## src/rtl/pid_pwm_gen.sv

```systemverilog
// PWM generator driven by a signed controller output, with period-aligned duty updates.
// Optional dead-time insertion on both drive rising edges is enabled by PID_PWM_DEADTIME_EN.
module pid_pwm_gen #(
    parameter int W        = 16,
    parameter int CNT_W    = 10,
    parameter int DEADTIME = 8
) (
    input  logic             clk,
    input  logic             reset_n,
    input  logic             enable,
    input  logic [W-1:0]     y_in,
    input  logic             y_valid,
    output logic             pwm_h,
    output logic             pwm_l,
    output logic             period_start,
    output logic             update_ack,
    output logic [CNT_W-1:0] duty_q
);

    typedef enum logic {IDLE, RUN} state_t;

    localparam logic [W-1:0]     MSB_BIT = {1'b1, {(W-1){1'b0}}};
    localparam logic [CNT_W-1:0] CNT_MAX = '1;

    state_t           state, state_nxt;
    logic [CNT_W-1:0] cnt, duty_active, pending, duty_map;
    logic             pending_valid, load, raw_h, raw_l;

    // Flipping the sign bit turns two's complement into offset binary.
    assign duty_map = CNT_W'((y_in ^ MSB_BIT) >> (W - CNT_W));

    // load marks the edge that enters a cnt=0 RUN cycle, so the new duty
    // is already in force for the whole period it belongs to.
    always_comb begin
        state_nxt = state;
        load      = 1'b0;
        case (state)
            IDLE: if (enable) begin
                state_nxt = RUN;
                load      = 1'b1;
            end
            RUN: if (cnt == CNT_MAX) begin
                if (enable) load = 1'b1;
                else        state_nxt = IDLE;
            end
            default: state_nxt = IDLE;
        endcase
    end

    always_ff @(posedge clk or negedge reset_n) begin
        if (!reset_n) begin
            state <= IDLE;
            cnt   <= '0;
        end else begin
            state <= state_nxt;
            cnt   <= (state == RUN) ? cnt + 1'b1 : '0;
        end
    end

    // Load consumes the old pending value; a coincident y_valid refills it.
    always_ff @(posedge clk or negedge reset_n) begin
        if (!reset_n) begin
            duty_active   <= '0;
            pending       <= '0;
            pending_valid <= 1'b0;
            update_ack    <= 1'b0;
        end else begin
            update_ack <= load & pending_valid;
            if (load && pending_valid) duty_active <= pending;
            if (y_valid) begin
                pending       <= duty_map;
                pending_valid <= 1'b1;
            end else if (load) begin
                pending_valid <= 1'b0;
            end
        end
    end

    assign period_start = (state == RUN) && (cnt == '0);
    assign duty_q       = duty_active;
    assign raw_h        = (state == RUN) && (cnt < duty_active);
    assign raw_l        = (state == RUN) && !(cnt < duty_active);

`ifdef PID_PWM_DEADTIME_EN
    localparam int DT_W = $clog2(DEADTIME + 1);

    logic [1:0]           raw, drv;
    logic [1:0][DT_W-1:0] dt_cnt;

    assign raw = {raw_h, raw_l};

    // A channel turns on only after its raw request has been held DEADTIME cycles.
    always_ff @(posedge clk or negedge reset_n) begin
        if (!reset_n) begin
            dt_cnt <= '0;
            drv    <= '0;
        end else begin
            for (int i = 0; i < 2; i++) begin
                if (!raw[i]) begin
                    dt_cnt[i] <= '0;
                    drv[i]    <= 1'b0;
                end else if (dt_cnt[i] == DT_W'(DEADTIME)) begin
                    drv[i]    <= 1'b1;
                end else begin
                    dt_cnt[i] <= dt_cnt[i] + 1'b1;
                end
            end
        end
    end

    assign pwm_h = drv[1];
    assign pwm_l = drv[0];
`else
    always_ff @(posedge clk or negedge reset_n) begin
        if (!reset_n) begin
            pwm_h <= 1'b0;
            pwm_l <= 1'b0;
        end else begin
            pwm_h <= raw_h;
            pwm_l <= raw_l;
        end
    end
`endif

endmodule

```

## config.mk

```make
export PLATFORM = sky130hd
export DESIGN_NAME = pid_pwm_gen
export DESIGN_NICKNAME = d
export VERILOG_FILES = /design/src/rtl/pid_pwm_gen.sv
export SDC_FILE = /design/constraint.sdc
export NUM_CORES = 1
export LEC_CHECK = 0
export CAP_MARGIN = 20
export CORE_MARGIN = 8
export CORE_UTILIZATION = 50
export DETAILED_ROUTE_END_ITERATION = 8
export GPL_TIMING_DRIVEN = 0
export PLACE_DENSITY = 0.78
export RECOVER_POWER = 100
export SYNTH_ARGS = -nofsm -noshare
export SYNTH_HDL_FRONTEND = slang
export SYNTH_SLANG_ARGS = --single-unit
```

## constraint.sdc

```tcl
create_clock -name clk -period 2.4 [get_ports clk]
set_input_delay 0.24 -clock clk [delete_from_list [all_inputs] [get_ports clk]]
set_output_delay 0.24 -clock clk [all_outputs]
set_load 0.05 [all_outputs]
```

==> results.md, run 1 <==
- Outcome: completed
- Routed via count: approximately 1100
- Slew Limit Headroom: 0.439
- Synth area leaders: dfrtp_1, ha_1, mux2_4, mux2_2, inv_1
- Worst path bufs/invs: 2
- R2R Setup Slk: about 0.28 ns
- Crit path DAT: ~2.0 ns
- Critical path type: flop to output port
- P_leak: between 0.9 and 1 nW
- Clock Root Buffer: clkbuf_4
- Post-synth EDFFs: 0
- Vias in the first global route: between 1000 and 1500
- Die span in x: 74.5 um
- Pin count of the biggest net entering global routing: 36
- Initial antenna violation count: 0
- Tot Pwr: just over 0.001 W
- Gr usage total: 0.139
- Post-Synth Adder-Cell Area: 0.0805
- Period utilization: 0.946
- Core area: between 0.003 and 0.004 mm^2
- Met3 Wirelength: 167 um
- Die area: around 0.0055 mm^2
- Layout area overhead: 20.9%
- Mux share of post-synthesis cell area: 0.148
- Drt drc: 0
- CP max FO: 6
- Asr flop ratio synth: 1.00
- #FFs+latches synth: 35
- Buffers on Ports: 27
- Layout cell share with drive strength beyond 1: 0.158
- Clock Skews: about 0.009 ns
- Area fraction of the dominant cell type after synthesis: 0.512
- CP Capture Type: output port
- Actual slew at the worst max-slew pin: between 0.8 and 0.9 ns
- Routed met2 length: about 1600 um
- Largest family of logic cells by synthesized area: multiplexers
- Post-Place Cells: around 210
- Drt total wl: between 3000 and 4000 um
- Initial core utilization: 0.516
- Area leader, netlist: dfrtp_1
- Grt total ovfl: 0
- Post-Synth Simple-Gate Area: 0.124
- Final hold vios: 0
- CP Launch Type: flop
- Syn avg cell area: between 10 and 15 um^2
- Final std cells w/o fill: approximately 220
- Highest routed layer: met4
- Fillers: 298
- Vias per inst: about 5.2
- Die Ht: approximately 74 um
- Slew Viols, Final: 0
- Cells after Synth: 135
- Synth Area in Compound Gates: 0.0608
- Worst EP required: roughly 2.2 ns
- Ports: 34
- First-pass GRT wire length: 5860 um
- Setup ws final: between 0.1 and 0.15 ns
- Final Critical Period: 2.27 ns
- Fin util: 0.624
- Clock tree buffer depth: 2
- Post-CTS Setup Inserts: 0
- Diode count: 0
- DR WL/cell: about 15 um
- Iteration count of the initial detailed-routing pass: 4
- Critical-path cell list: inv_1 > ha_1 > or4b_2 > nor4_2 > clkbuf_4
- HP Class: primary input to flop
- Main synth FF type: dfrtp_1
- Core Rows: 21
- Post-placement setup slack: -0.0880 ns
- Skew-Pair Late Insertion Delay: roughly 0.33 ns
- Post-DP HPWL: approximately 2400 um
- YS warnings: 0
- Slowest-stage cell, CP: or4b_2
- CTS tree: done
- Max-Cap Viols: 0
- # setup viols final: 0
- RSZ-0062 raised after global routing: no
- CP max stage delay: ~0.6 ns
- CP top delay family: simple AND/OR/NAND/NOR gates
- Area share of xor/xnor cells in the synthesized design: 0.0307
- Synth cell types: 35
- Mapped Nets: between 150 and 200
- GP Congestion: about 0.81
- Clk pin slew, worst setup/hold paths: ~0.1 ns
- Seq/Total Area, Yosys: 0.512
- PD cells: between 400 and 500 mW/mm^2
- Initial DRC count: between 50 and 60
- Antenna Nets Post-Route: 0
- Fmax achieved: 441 MHz
- TritonCTS Sinks: 35
- H-tree depth: 2
- Syn Std Cell Area: approximately 0.0017 mm^2
- Number of buffers created by CTS: 5
- Nets: between 200 and 250
- Met1 Wirelength: about 1400 um
- Worst IR Drop VDD: around 380 uV
[synthesized netlist by cell type (all sizes together) (2+ instances only)]
cell and instances:
and2 7, nand3 4, a211oi 2, o21ai 2
nand2 5, or4b 2, nand4 3, xnor2 5
or3 3, a21oi 2, ha 11, inv 15
clkbuf 2, mux2i 2, mux2 18, a21boi 3
dfrtp 35
[cells in the final DEF (no fill, tap or decap), types with 3 or more instances in the layout]
master,Yosys,layout
dfrtp_1,35,35
ha_1,11,11
mux2_2,10,10
mux2_1,0,8
xnor2_1,5,5
a21boi_0,3,3
dlygate4sd3_1,0,15
nand2_1,5,5
clkdlybuf4s50_1,0,11
clkbuf_4,0,6
clkbuf_1,2,3
inv_1,15,15
nand3_1,2,3
and2_0,0,5
[what timing repair did]
item	CTS	global route
endpoints found under the setup margin	1	1
hold endpoints to repair	35	0
hold buffers	1	0
pin swaps	0	0
gates resized for setup	6	1
[area by class of cell]
cell class              count  area (um^2)  area share
repair buffers             28          273       0.132
flip-flops and latches     35          876       0.424
plain buffers               3         18.8     0.00909
clock buffers               8         68.8      0.0333
inverters                  15         56.3      0.0273
multi-input cells          82          716       0.346
well taps                  46         57.6      0.0279
[flip-flops by register name, summed over array words and instances (netlist names)]
signal,cells
cnt,10
duty_q,10
pending,10
pending_valid,1
pwm_h,1
pwm_l,1
state,1
update_ack,1
[worst reg2reg max path, delay by kind of cell, from the launching register on]
family,cells,cell delay (ns)
compound gates,1,0.52
flops,1,0.44
simple gates,2,0.34
mux,1,0.32
fa+ha+maj,1,0.22
buf+inv,1,0.17
[where the power goes]
group	leakage, nW	switching, W	internal (W)
Clock	0.0386	0.000185	0.000172
Sequential	0.431	0.00000714	0.000606
Combinational	0.466	0.0000223	0.0000333
Total	0.936	0.000215	0.000812
[cells by family (layout without fill, tap and decap cells)]
group / count (synthesis) / in the layout
adders and majority gates: 11 / 11
AOI/OAI and AO/OA: 13 / 13
muxes: 20 / 20
xor gates and xnor gates: 6 / 6
buffers and inverters: 18 / 54
and+or+nand+nor: 32 / 32
DFF: 35 / 35
[layer usage]
layer,global-route usage,up-vias
met4,0.0652,0
met5,0,-
met1,0.158,556
met3,0.0431,5
li1,-,537
met2,0.232,26
[path summary, 6_finish.rpt]
| path | depth (start not counted) | to | start |
|---|---|---|---|
| hold / removal | 2 | pending[9]$_DFFE_PN0P_ | y_in[15] |
| hold reg to reg | 1 | duty_q[6]$_DFFE_PN0P_ | pending[6]$_DFFE_PN0P_ |
| min in group asynchronous | 2 | cnt[5]$_DFF_PN0_ | reset_n |
| max in group asynchronous | 2 | duty_q[3]$_DFFE_PN0P_ | reset_n |
| setup reg to reg | 6 | duty_q[3]$_DFFE_PN0P_ | cnt[0]$_DFF_PN0_ |
| setup / recovery | 5 | period_start | cnt[0]$_DFF_PN0_ |
[stage by stage]
stage / TNS, ns / hold WS (ns) / instance area (um^2)
after floorplan: 0 / -0.0556 / 1720
after global placement: -0.0750 / 0.482 / 2040
after detailed placement: -0.0880 / 0.352 / 2040
after CTS: 0 / 0.462 / 2110
after global routing: 0 / 0.461 / 2070
final: 0 / 0.469 / 2070
Power figures use the tool's default switching activity.
==> run 2, diff against run 1 <==
Settings changed: CAP_MARGIN 20 to not set.
==> results of run 2 <==
No change in the layout: final DEF, timing and power equal those of run 1.
==> run 3, diff against run 2 <==
Settings changed: CORE_MARGIN 8 to 5, GPL_TIMING_DRIVEN 0 to not set.
==> results.md, run 3 (synthesis results as in run 1) <==
- Outcome: finished, violations left
- Failing checks: capacitance limit, slew limit
- Layout area overhead: 21.8%
- H-tree depth: 2 (unchanged)
- Clk pin slew, worst setup/hold paths: 0.11 ns (about the same)
- CP max FO: 5 (-1)
- Worst IR Drop VDD: 454 uV (+20%)
- CP max stage delay: 0.60 ns (about the same)
- Nets: 199 (-1.0%)
- Crit path DAT: 2.06 ns (+0.03 ns)
- Skew-Pair Late Insertion Delay: 0.34 ns (about the same)
- Initial DRC count: 38 (-27%)
- Critical-path cell list: inv_1 > ha_1 > or4b_2 > nor4_2 > buf_12
- Gr usage total: 0.151 (+0.0118)
- Fmax achieved: 435 MHz (-1.3%)
- Most frequent cells in the layout: dfrtp_1, inv_1, dlygate4sd3_1, ha_1, clkdlybuf4s50_1
- CP Launch Type: flop
- Reg-to-reg startpoint: cnt[1]$_DFF_PN0_
- RSZ-0062 raised after global routing: no
- Fillers: 275 (-7.7%)
- Worst path bufs/invs: 2 (unchanged)
- Number of buffers created by CTS: 5 (unchanged)
- DR WL/cell: 13.7 um (-8.3%)
- Post-CTS Setup Inserts: 0 (unchanged)
- Drt total wl: 2940 um (-9.1%)
- HP Class: primary input to flop
- Grt total ovfl: 0 (unchanged)
- Core Rows: 21 (unchanged)
- Clock Root Buffer: clkbuf_4
- Antenna Nets Post-Route: 0 (unchanged)
- Hold buffer count at cts: 0 (-1)
- Slowest-stage cell, CP: or4b_2
- P_leak: 0.936 nW (+0.10%)
- Slew Limit Headroom: -0.206 (-0.645)
- Max-Cap Viols: 1 (+1)
- Ports: 34 (unchanged)
- Clock Skews: 0.0144 ns (+0.00553 ns)
- Iteration count of the initial detailed-routing pass: 4 (unchanged)
- GP Congestion: 0.799 (-1.1%)
- Core area: 0.00331 mm^2 (unchanged)
- Setup TNS: 0 ns (unchanged)
- First-pass GRT wire length: 5180 um (-12%)
- R2R depth: 5 (-1)
- Cts repair resizes: 0 (-6)
- Final Critical Period: 2.30 ns (+0.0296 ns)
- Die span in x: 68.5 um (-8.1%)
- Period utilization: 0.958 (+0.0123)
- Clock tree buffer depth: 2 (unchanged)
- Final hold vios: 0 (unchanged)
- CP top delay family: simple AND/OR/NAND/NOR gates
- Hold Crit Start: y_in[15]
- Initial antenna violation count: 0 (unchanged)
- Die Ht: 68.5 um (-8.1%)
- Hold slack: 0.481 ns (+0.0123 ns)
- Diode count: 0 (unchanged)
- Commonest non-fill, non-tap cell in the layout: dfrtp_1
- Slew Viols, Final: 36 (+36)
- Initial core utilization: 0.516 (unchanged)
- Buffers on Ports: 27 (unchanged)
- CTS tree: done
- Die area: 0.00469 mm^2 (-15%)
- Post-DP HPWL: 2180 um (-11%)
- TritonCTS Sinks: 35 (unchanged)
- Worst Hold Depth: 2 (unchanged)
- Vias in the first global route: 1160 (-9.9%)
- Post-placement setup slack: 0.377 ns (+0.465 ns)
- CP Capture Type: output port
- Pin count of the biggest net entering global routing: 36 (unchanged)
- Vias per inst: 5.14 (-0.78%)
- PD cells: 525 mW/mm^2 (+5.7%)
- WP depth: 5 (unchanged)
- Layout cell share with drive strength beyond 1: 0.154 (-0.00405)
- Critical path type: flop to output port
- Drt drc: 0 (unchanged)
- Critical path origin: cnt[1]$_DFF_PN0_
- # setup viols final: 0 (unchanged)
- Routed via count: 1105 (-1.7%)
- Setup ws final: 0.101 ns (-0.0296 ns)
- Actual slew at the worst max-slew pin: 1.81 ns (+0.968 ns)
- Worst EP required: 2.16 ns (about the same)
[run 3: final timing paths]
kind / slack (ns) / endpoint
max in group asynchronous: 0.44 / duty_q[6]$_DFFE_PN0P_
setup / recovery: 0.10 / period_start
setup reg to reg: 0.30 / duty_q[7]$_DFFE_PN0P_
hold reg to reg: 0.50 / duty_q[6]$_DFFE_PN0P_
min in group asynchronous: 0.91 / cnt[6]$_DFF_PN0_
hold / removal: 0.48 / pending[9]$_DFFE_PN0P_
[run 3: metrics by stage]
step	util	cells	power, W	cell area (um^2)
5_1_grt	0.629	215	0.00114	2080
6_report	0.629	215	0.00109	2080
3_3_place_gp	0.619	207	0.000681	2050
3_5_place_dp	0.619	207	0.000684	2050
4_1_cts	0.644	215	0.00111	2130
2_1_floorplan	-	135	0.000645	1720
[run 3: worst register-to-register path: stages, from the launching register on]
cell and delay [ns]:
dfrtp_1 0.44, ha_1 0.21, nand3_1 0.25, o31ai_4 0.38, nand3_2 0.30, mux2_1 0.41
[run 3: final cells by class]
type / instances / area (um^2) / share of cell area
clock buffers: 5 / 37.5 / 0.0180
well taps: 46 / 57.6 / 0.0276
flip-flops and latches: 35 / 876 / 0.421
multi-input cells: 82 / 723 / 0.347
repair buffers: 29 / 288 / 0.138
clock inverters: 3 / 43.8 / 0.0210
inverters: 15 / 56.3 / 0.0270
[run 3: per-layer routing]
layer,wire (um),global-route usage,vias to the layer above
li1,-,-,537
met1,1280,0.176,538
met2,1490,0.256,26
met3,138,0.0427,4
met4,28,0.0670,0
met5,0,0,-
[run 3: where the power goes]
part / internal (W) / total (W) / switching, W
combinational: 0.0000327 / 0.0000545 / 0.0000217
clock: 0.000219 / 0.000426 / 0.000207
sequential: 0.000606 / 0.000613 / 0.00000691
